<file path="config.mk">
export PLATFORM = sky130hd
export DESIGN_NAME = uart_loopback_fifo_flat
export DESIGN_NICKNAME = d
export VERILOG_FILES = /design/src/rtl/uart_loopback_fifo_if.sv /design/src/rtl/uart_loopback_fifo.sv /design/src/flat_wrapper.sv
export SDC_FILE = /design/constraint.sdc
export NUM_CORES = 1
export LEC_CHECK = 0
export ABC_CLOCK_PERIOD_IN_PS = 3650
export CORE_UTILIZATION = 25
export DETAILED_ROUTE_END_ITERATION = 10
export GPL_TIMING_DRIVEN = 0
export PLACE_DENSITY = 0.4
export SETUP_SLACK_MARGIN = 0.5
export SYNTH_ARGS = -nofsm -noshare
export SYNTH_HDL_FRONTEND = slang
export SYNTH_SLANG_ARGS = --single-unit
export TNS_END_PERCENT = 100
</file>
<file path="constraint.sdc">
create_clock -name clk -period 3.65 [get_ports clk]
set_clock_uncertainty 0.2 [all_clocks]
set_input_delay 0.365 -clock clk [delete_from_list [all_inputs] [get_ports clk]]
set_output_delay 0.365 -clock clk [all_outputs]
set_load 0.02 [all_outputs]
</file>
<file path="src/rtl/uart_loopback_fifo_if.sv">
// Handshake bundle between the uart_rx/uart_tx pair and the loopback FIFO.
// slave: seen from the FIFO; master: seen from the UART side / environment.
interface uart_loopback_fifo_if #(
  parameter int unsigned DEPTH = 16
);
  localparam int unsigned LW = $clog2(DEPTH) + 1;

  logic [7:0]    rx_d_i;
  logic          rx_done_i;
  logic [7:0]    tx_d_o;
  logic          tx_e_o;
  logic          tx_busy_i;
  logic [LW-1:0] level_o;
  logic          empty_o;
  logic          full_o;
  logic          overflow_o;
  logic          clr_overflow_i;

  modport slave (
    input  rx_d_i, rx_done_i, tx_busy_i, clr_overflow_i,
    output tx_d_o, tx_e_o, level_o, empty_o, full_o, overflow_o
  );

  modport master (
    output rx_d_i, rx_done_i, tx_busy_i, clr_overflow_i,
    input  tx_d_o, tx_e_o, level_o, empty_o, full_o, overflow_o
  );
endinterface

</file>
<file path="src/rtl/uart_loopback_fifo.sv">
// Byte FIFO and transmit sequencer for the uart_rx -> uart_tx loopback path.
// Received bytes are queued on rx_done_i and drained into uart_tx with an
// enable/busy handshake; a launch not acknowledged by tx_busy_i within
// BUSY_TIMEOUT cycles is retried with the same byte.
// Optional feature: define UART_LB_CRLF_EN to append 0x0A after every 0x0D sent.
module uart_loopback_fifo #(
  parameter int unsigned DEPTH        = 16,
  parameter int unsigned BUSY_TIMEOUT = 64
) (
  input  logic               clk,
  input  logic               reset,
  uart_loopback_fifo_if.slave bus
);
  localparam int unsigned AW = $clog2(DEPTH);
  localparam int unsigned LW = AW + 1;
  localparam int unsigned CW = (BUSY_TIMEOUT > 2) ? $clog2(BUSY_TIMEOUT) : 1;

  typedef enum logic [1:0] {
    IDLE,
    LAUNCH,
    WAIT_BUSY,
    WAIT_DONE
  } state_t;

  state_t        state, state_next;
  logic [7:0]    mem [DEPTH];
  logic [AW-1:0] wr_ptr, rd_ptr;
  logic [LW-1:0] level, level_next;
  logic          empty_r, full_r, overflow;
  logic [7:0]    tx_d;
  logic          hold;
  logic [CW-1:0] cnt;
  logic          push, pop, drop;
  logic          load_head, retry;
`ifdef UART_LB_CRLF_EN
  logic          crlf_pend;
  logic          send_lf;
`endif

  // In LAUNCH the byte is popped unless it is a retry (or a generated LF)
  assign pop  = (state == LAUNCH) && !hold;
  assign push = bus.rx_done_i && (!full_r || pop);
  assign drop = bus.rx_done_i && !push;

  // Occupancy after this cycle's push/pop
  always_comb begin
    level_next = level;
    case ({push, pop})
      2'b10:   level_next = level + LW'(1);
      2'b01:   level_next = level - LW'(1);
      default: level_next = level;
    endcase
  end

  // Next-state logic for the transmit sequencer
  always_comb begin
    state_next = state;
    load_head  = 1'b0;
    retry      = 1'b0;
`ifdef UART_LB_CRLF_EN
    send_lf    = 1'b0;
`endif
    case (state)
      IDLE: begin
        if (!empty_r && !bus.tx_busy_i) begin
          state_next = LAUNCH;
          load_head  = 1'b1;
        end
      end
      LAUNCH: state_next = WAIT_BUSY;
      WAIT_BUSY: begin
        if (bus.tx_busy_i) begin
          state_next = WAIT_DONE;
        end else if (cnt == CW'(BUSY_TIMEOUT - 1)) begin
          state_next = LAUNCH;
          retry      = 1'b1;
        end
      end
      WAIT_DONE: begin
        if (!bus.tx_busy_i) begin
          state_next = IDLE;
`ifdef UART_LB_CRLF_EN
          if (crlf_pend) begin
            state_next = LAUNCH;
            send_lf    = 1'b1;
          end
`endif
        end
      end
      default: state_next = IDLE;
    endcase
  end

  // Sequencer state register and busy-timeout counter
  always_ff @(posedge clk) begin
    if (reset) begin
      state <= IDLE;
      cnt   <= '0;
    end else begin
      state <= state_next;
      cnt   <= (state == WAIT_BUSY) ? cnt + CW'(1) : '0;
    end
  end

  // FIFO storage; no reset needed, validity is tracked by the pointers
  always_ff @(posedge clk) begin
    if (push) mem[wr_ptr] <= bus.rx_d_i;
  end

  // Pointers, registered level/flags and sticky overflow
  always_ff @(posedge clk) begin
    if (reset) begin
      wr_ptr   <= '0;
      rd_ptr   <= '0;
      level    <= '0;
      empty_r  <= 1'b1;
      full_r   <= 1'b0;
      overflow <= 1'b0;
    end else begin
      if (push) wr_ptr <= wr_ptr + AW'(1);
      if (pop)  rd_ptr <= rd_ptr + AW'(1);
      level   <= level_next;
      empty_r <= (level_next == '0);
      full_r  <= (level_next == LW'(DEPTH));
      if (drop)                    overflow <= 1'b1;
      else if (bus.clr_overflow_i) overflow <= 1'b0;
    end
  end

  // Head byte is captured on the way into LAUNCH so tx_d_o is valid with tx_e_o;
  // the read pointer then advances at the end of LAUNCH (the pop).
  always_ff @(posedge clk) begin
    if (reset) begin
      tx_d <= '0;
      hold <= 1'b0;
    end else if (load_head) begin
      tx_d <= mem[rd_ptr];
      hold <= 1'b0;
    end else if (retry) begin
      hold <= 1'b1;
`ifdef UART_LB_CRLF_EN
    end else if (send_lf) begin
      tx_d <= 8'h0A;
      hold <= 1'b1;
`endif
    end
  end

`ifdef UART_LB_CRLF_EN
  // Remember a popped CR until its transfer completes
  always_ff @(posedge clk) begin
    if (reset)                    crlf_pend <= 1'b0;
    else if (pop && tx_d == 8'h0D) crlf_pend <= 1'b1;
    else if (send_lf)             crlf_pend <= 1'b0;
  end
`endif

  assign bus.tx_d_o     = tx_d;
  assign bus.tx_e_o     = (state == LAUNCH);
  assign bus.level_o    = level;
  assign bus.empty_o    = empty_r;
  assign bus.full_o     = full_r;
  assign bus.overflow_o = overflow;
endmodule
</file>
<file path="src/flat_wrapper.sv">
// flat-port wrapper written by rule: the top's interface ports become plain ports
module uart_loopback_fifo_flat 
#(
  parameter int unsigned DEPTH        = 16,
  parameter int unsigned BUSY_TIMEOUT = 64
)
  (clk, reset, bus_rx_d_i, bus_rx_done_i, bus_tx_busy_i, bus_clr_overflow_i, bus_tx_d_o, bus_tx_e_o, bus_level_o, bus_empty_o, bus_full_o, bus_overflow_o);
  uart_loopback_fifo_if #(.DEPTH(DEPTH)) bus_i ();
  input  logic clk;
  input  logic reset;
  input wire logic [$bits(bus_i.rx_d_i)-1:0] bus_rx_d_i;
  input wire logic [$bits(bus_i.rx_done_i)-1:0] bus_rx_done_i;
  input wire logic [$bits(bus_i.tx_busy_i)-1:0] bus_tx_busy_i;
  input wire logic [$bits(bus_i.clr_overflow_i)-1:0] bus_clr_overflow_i;
  output wire logic [$bits(bus_i.tx_d_o)-1:0] bus_tx_d_o;
  output wire logic [$bits(bus_i.tx_e_o)-1:0] bus_tx_e_o;
  output wire logic [$bits(bus_i.level_o)-1:0] bus_level_o;
  output wire logic [$bits(bus_i.empty_o)-1:0] bus_empty_o;
  output wire logic [$bits(bus_i.full_o)-1:0] bus_full_o;
  output wire logic [$bits(bus_i.overflow_o)-1:0] bus_overflow_o;
  assign bus_i.rx_d_i = bus_rx_d_i;
  assign bus_i.rx_done_i = bus_rx_done_i;
  assign bus_i.tx_busy_i = bus_tx_busy_i;
  assign bus_i.clr_overflow_i = bus_clr_overflow_i;
  assign bus_tx_d_o = bus_i.tx_d_o;
  assign bus_tx_e_o = bus_i.tx_e_o;
  assign bus_level_o = bus_i.level_o;
  assign bus_empty_o = bus_i.empty_o;
  assign bus_full_o = bus_i.full_o;
  assign bus_overflow_o = bus_i.overflow_o;
  uart_loopback_fifo #(.DEPTH(DEPTH), .BUSY_TIMEOUT(BUSY_TIMEOUT)) u_core (.clk(clk), .reset(reset), .bus(bus_i));
endmodule
</file>
==> run summary <==
Crit path launch type = register
Kind of critical path = reg2reg
Cells after Synth = 378
GR Overflow Total = 0
GRT met2 Usage = 18.3%
CP most frequent cell = ha_2
Most Crowded Layer GR = met2
Clk sinks = 161
H-tree depth = 4
Ys Warns = 0
# setup viols final = 0
Area growth syn-to-layout = 21.9%
Pwr dens = 556 nW/um2
NetSw = 1.10 mW
Max Clk Rate = 0.334 GHz
Place WS = 0.0505 ns
Worst-path cell chain = or3b_4 > buf_6 > a21boi_4 > inv_2 > ha_2 > buf_4 > xor2_1 > ha_2 > o21a_1 > o21ai_2 > nor4bb_4 > nor3_2 > a21boi_2
First-pass GRT wire length = 22000 um
Vias per cell = 4.36
Total track usage = 11.7%
Crit path max-delay family = compound AO/OA/AOI/OAI gates
Via Count = 3383
Combinational Power Share = 12.4%
Worst-Skew Late Latency = 0.42 ns
Post-synth ARST share = 0%
Crit-path max cell delay = 0.38 ns
Vias in the first global route = 3468
Min-delay worst type = reg2reg
Starting Density = 25.5%
Setup crit end kind = register
TritonRoute pass-1 iters = 4
GP Congestion = 0.706
Final min period = 2.99 ns
Tightest Pin Transition = 1.15 ns
Sw Share = 25.2%
Fin. Hold Viols = 0
Met3 usage = 2.86%
Die Area = 26300 um2
Sequential Power Share = 48.1%
Post-synth EDFFs = 128
Top FF cell, synth = edfxtp_1
Diode count = 0
Max_slew headroom = 22.7%
Core Rows = 58
#FFs+latches synth = 161
Setup tns final = 0 ns
Worst-path fanout max = 8
CTS tree = built
Clock Path Buffers = 2
Run status = complete, no violations
Num CTS Buffers = 17
Setup WS post-layout = 0.655 ns
Final nets = 456
Final Max Slew Viols = 0
Clk slew on worst S/H paths = 0.07 ns
Hold buffer count at cts = 0
Drc violations = 0
GR Layer Usage met1 = 15.8%
Sequential cell area fraction in the yosys report = 70.1%
Die Wd = 162 um
Syn_area_per_cell = 17.0 um2
Final HPWL DP = 9200 um
Count of cell types in the netlist = 42
Die Ht = 162 um
Internal power = 3.25 mW
Antenna-violating nets left = 0
Critical Path AT = 3.15 ns
Crit path required time = 3.81 ns
Final worst path period share = 82.1%
Total Routed Length = 14300 um
Peak VDD IR = 0.280 mV
Root buffer cell = clkbuf_16
Antenna violations before repair = 0
Unrepaired setup endpoints after global routing = no
Largest net degree at the start of global routing = 17
Synthesized Nets = 401
Max-Cap Viols = 0
Static Leakage = 2.52 nW
Critical path's slowest cell = or3b_4
Crit path buf inv count = 3
Share of layout cells above drive strength 1 = 22.2%
Core area = 25200 um2
Clock power share = 39.5%
Boundary Pins = 30
WL per Instance = 18.5 um
Synth Cell Area = 6420 um2
DRT iter0 DRCs = 266
IO Port Bufs = 29
## routing by layer
layer	part of all wire [%]	vias up	routed length, um
met5	0	-	0
met2	47	59	6760
met4	1.5	0	219
li1	-	1578	-
met3	4.0	17	568
met1	47	1729	6790
## cells in the mapped netlist (all sizes together) (2+ instances only)
cell / number / area share [%]
mux2i: 20 / 3.1
clkbuf: 10 / 0.60
xor2: 12 / 1.6
nand2: 17 / 1.0
a21oi: 4 / 0.31
o21a: 3 / 0.35
buf: 9 / 0.70
xnor2: 3 / 0.41
nor4b: 2 / 0.27
nor3: 5 / 0.39
edfxtp: 128 / 60
nor2: 37 / 2.2
o221ai: 8 / 1.1
inv: 9 / 0.53
a21boi: 3 / 0.53
ha: 10 / 1.9
nand2b: 3 / 0.29
and3: 2 / 0.19
nand4: 3 / 0.29
mux4: 32 / 11
o21ai: 3 / 0.23
or3: 2 / 0.19
dfxtp: 33 / 10
nand3: 5 / 0.39
## state kept, by name (all words and copies together) (netlist names)
register	cells
u_core.cnt	6
u_core.bus.level_o	5
u_core.wr_ptr	4
u_core.state	2
u_core.mem	128
u_core.bus.empty_o	1
u_core.rd_ptr	4
u_core.bus.tx_d_o	8
u_core.bus.full_o	1
u_core.bus.overflow_o	1
u_core.hold	1
## worst register-to-register path, delay by kind of cell, from the launching register on
family / cells / cell delay, ns
AND/OR/NAND/NOR: 3 / 0.72
flip-flops: 1 / 0.36
adder cells (fa/ha/maj): 2 / 0.39
AO/OA/AOI/OAI: 4 / 0.75
XOR/XNOR: 1 / 0.16
buffers and inverters: 3 / 0.35
## power groups by stage
| stage | Sequential, mW | Clock [mW] | Combinational, mW |
|---|---|---|---|
| finish | 2.09 | 1.72 | 0.541 |
| global route | 2.10 | 1.83 | 0.594 |
| CTS | 2.09 | 1.76 | 0.536 |
| detailed placement | 2.13 | 0 | 0.514 |
| global placement | 2.13 | 0 | 0.504 |
| floorplan | 2.15 | 0 | 0.286 |
## final timing paths
kind | from | to | slack, ns | cells past startpoint
worst max-delay path | u_core.state[0] | u_core.bus.empty_o | 0.66 | 13
worst max register to register | u_core.state[0] | u_core.bus.empty_o | 0.66 | 13
worst min-delay path | u_core.cnt[0] | u_core.cnt[0] | 0.27 | 1
worst min register to register | u_core.cnt[0] | u_core.cnt[0] | 0.27 | 1
## logic make-up (layout without fill, tap and decap cells)
group | count (synthesis) | count (layout) | synth area share (%)
flip-flops | 161 | 161 | 70.1
buffers and inverters | 28 | 96 | 1.83
XOR/XNOR | 15 | 15 | 2.05
AND/OR/NAND/NOR | 86 | 86 | 6.58
multiplexers | 52 | 52 | 14.3
AO/OA/AOI/OAI | 26 | 26 | 3.14
adder cells (fa/ha/maj) | 10 | 10 | 1.95
## repair_timing
item	in CTS	in global routing
pin swaps	1	5
setup buffers	3	2
gates resized for setup	8	17
setup endpoints to repair	3	4
## cell type report
| class | count | area [um2] |
|---|---|---|
| Clock inverter | 14 | 130 |
| Buffer | 19 | 92.6 |
| Multi-Input combinational cell | 189 | 1880 |
| Clock buffer | 18 | 429 |
| Tap cell | 330 | 413 |
| Inverter | 9 | 33.8 |
| Timing Repair Buffer | 36 | 347 |
| Fill cell | 2448 | 17400 |
| Sequential cell | 161 | 4510 |
## through the flow
stage	cell area, um2	power (mW)	hold WS (ns)	cells	util (%)
after floorplan	6420	2.44	0.230	378	-
after global placement	7130	2.63	0.245	737	28.3
after detailed placement	7170	2.64	0.249	739	28.5
after CTS	7770	4.39	0.264	774	30.9
after global routing	7830	4.52	0.281	776	31.1
final	7830	4.35	0.265	776	31.1
## placed cells by master, fill, tap and decap left out, types with 10 or more instances in the layout
cell type | synthesis | routed
clkbuf_1 | 9 | 10
clkbuf_16 | 0 | 17
clkdlybuf4s50_1 | 0 | 29
dfxtp_1 | 33 | 31
edfxtp_1 | 128 | 128
mux2i_1 | 20 | 20
mux4_2 | 32 | 32
nand2_1 | 16 | 16
nor2_1 | 37 | 37
xor2_1 | 12 | 12
Note: power is estimated with default switching activity, not from simulation.
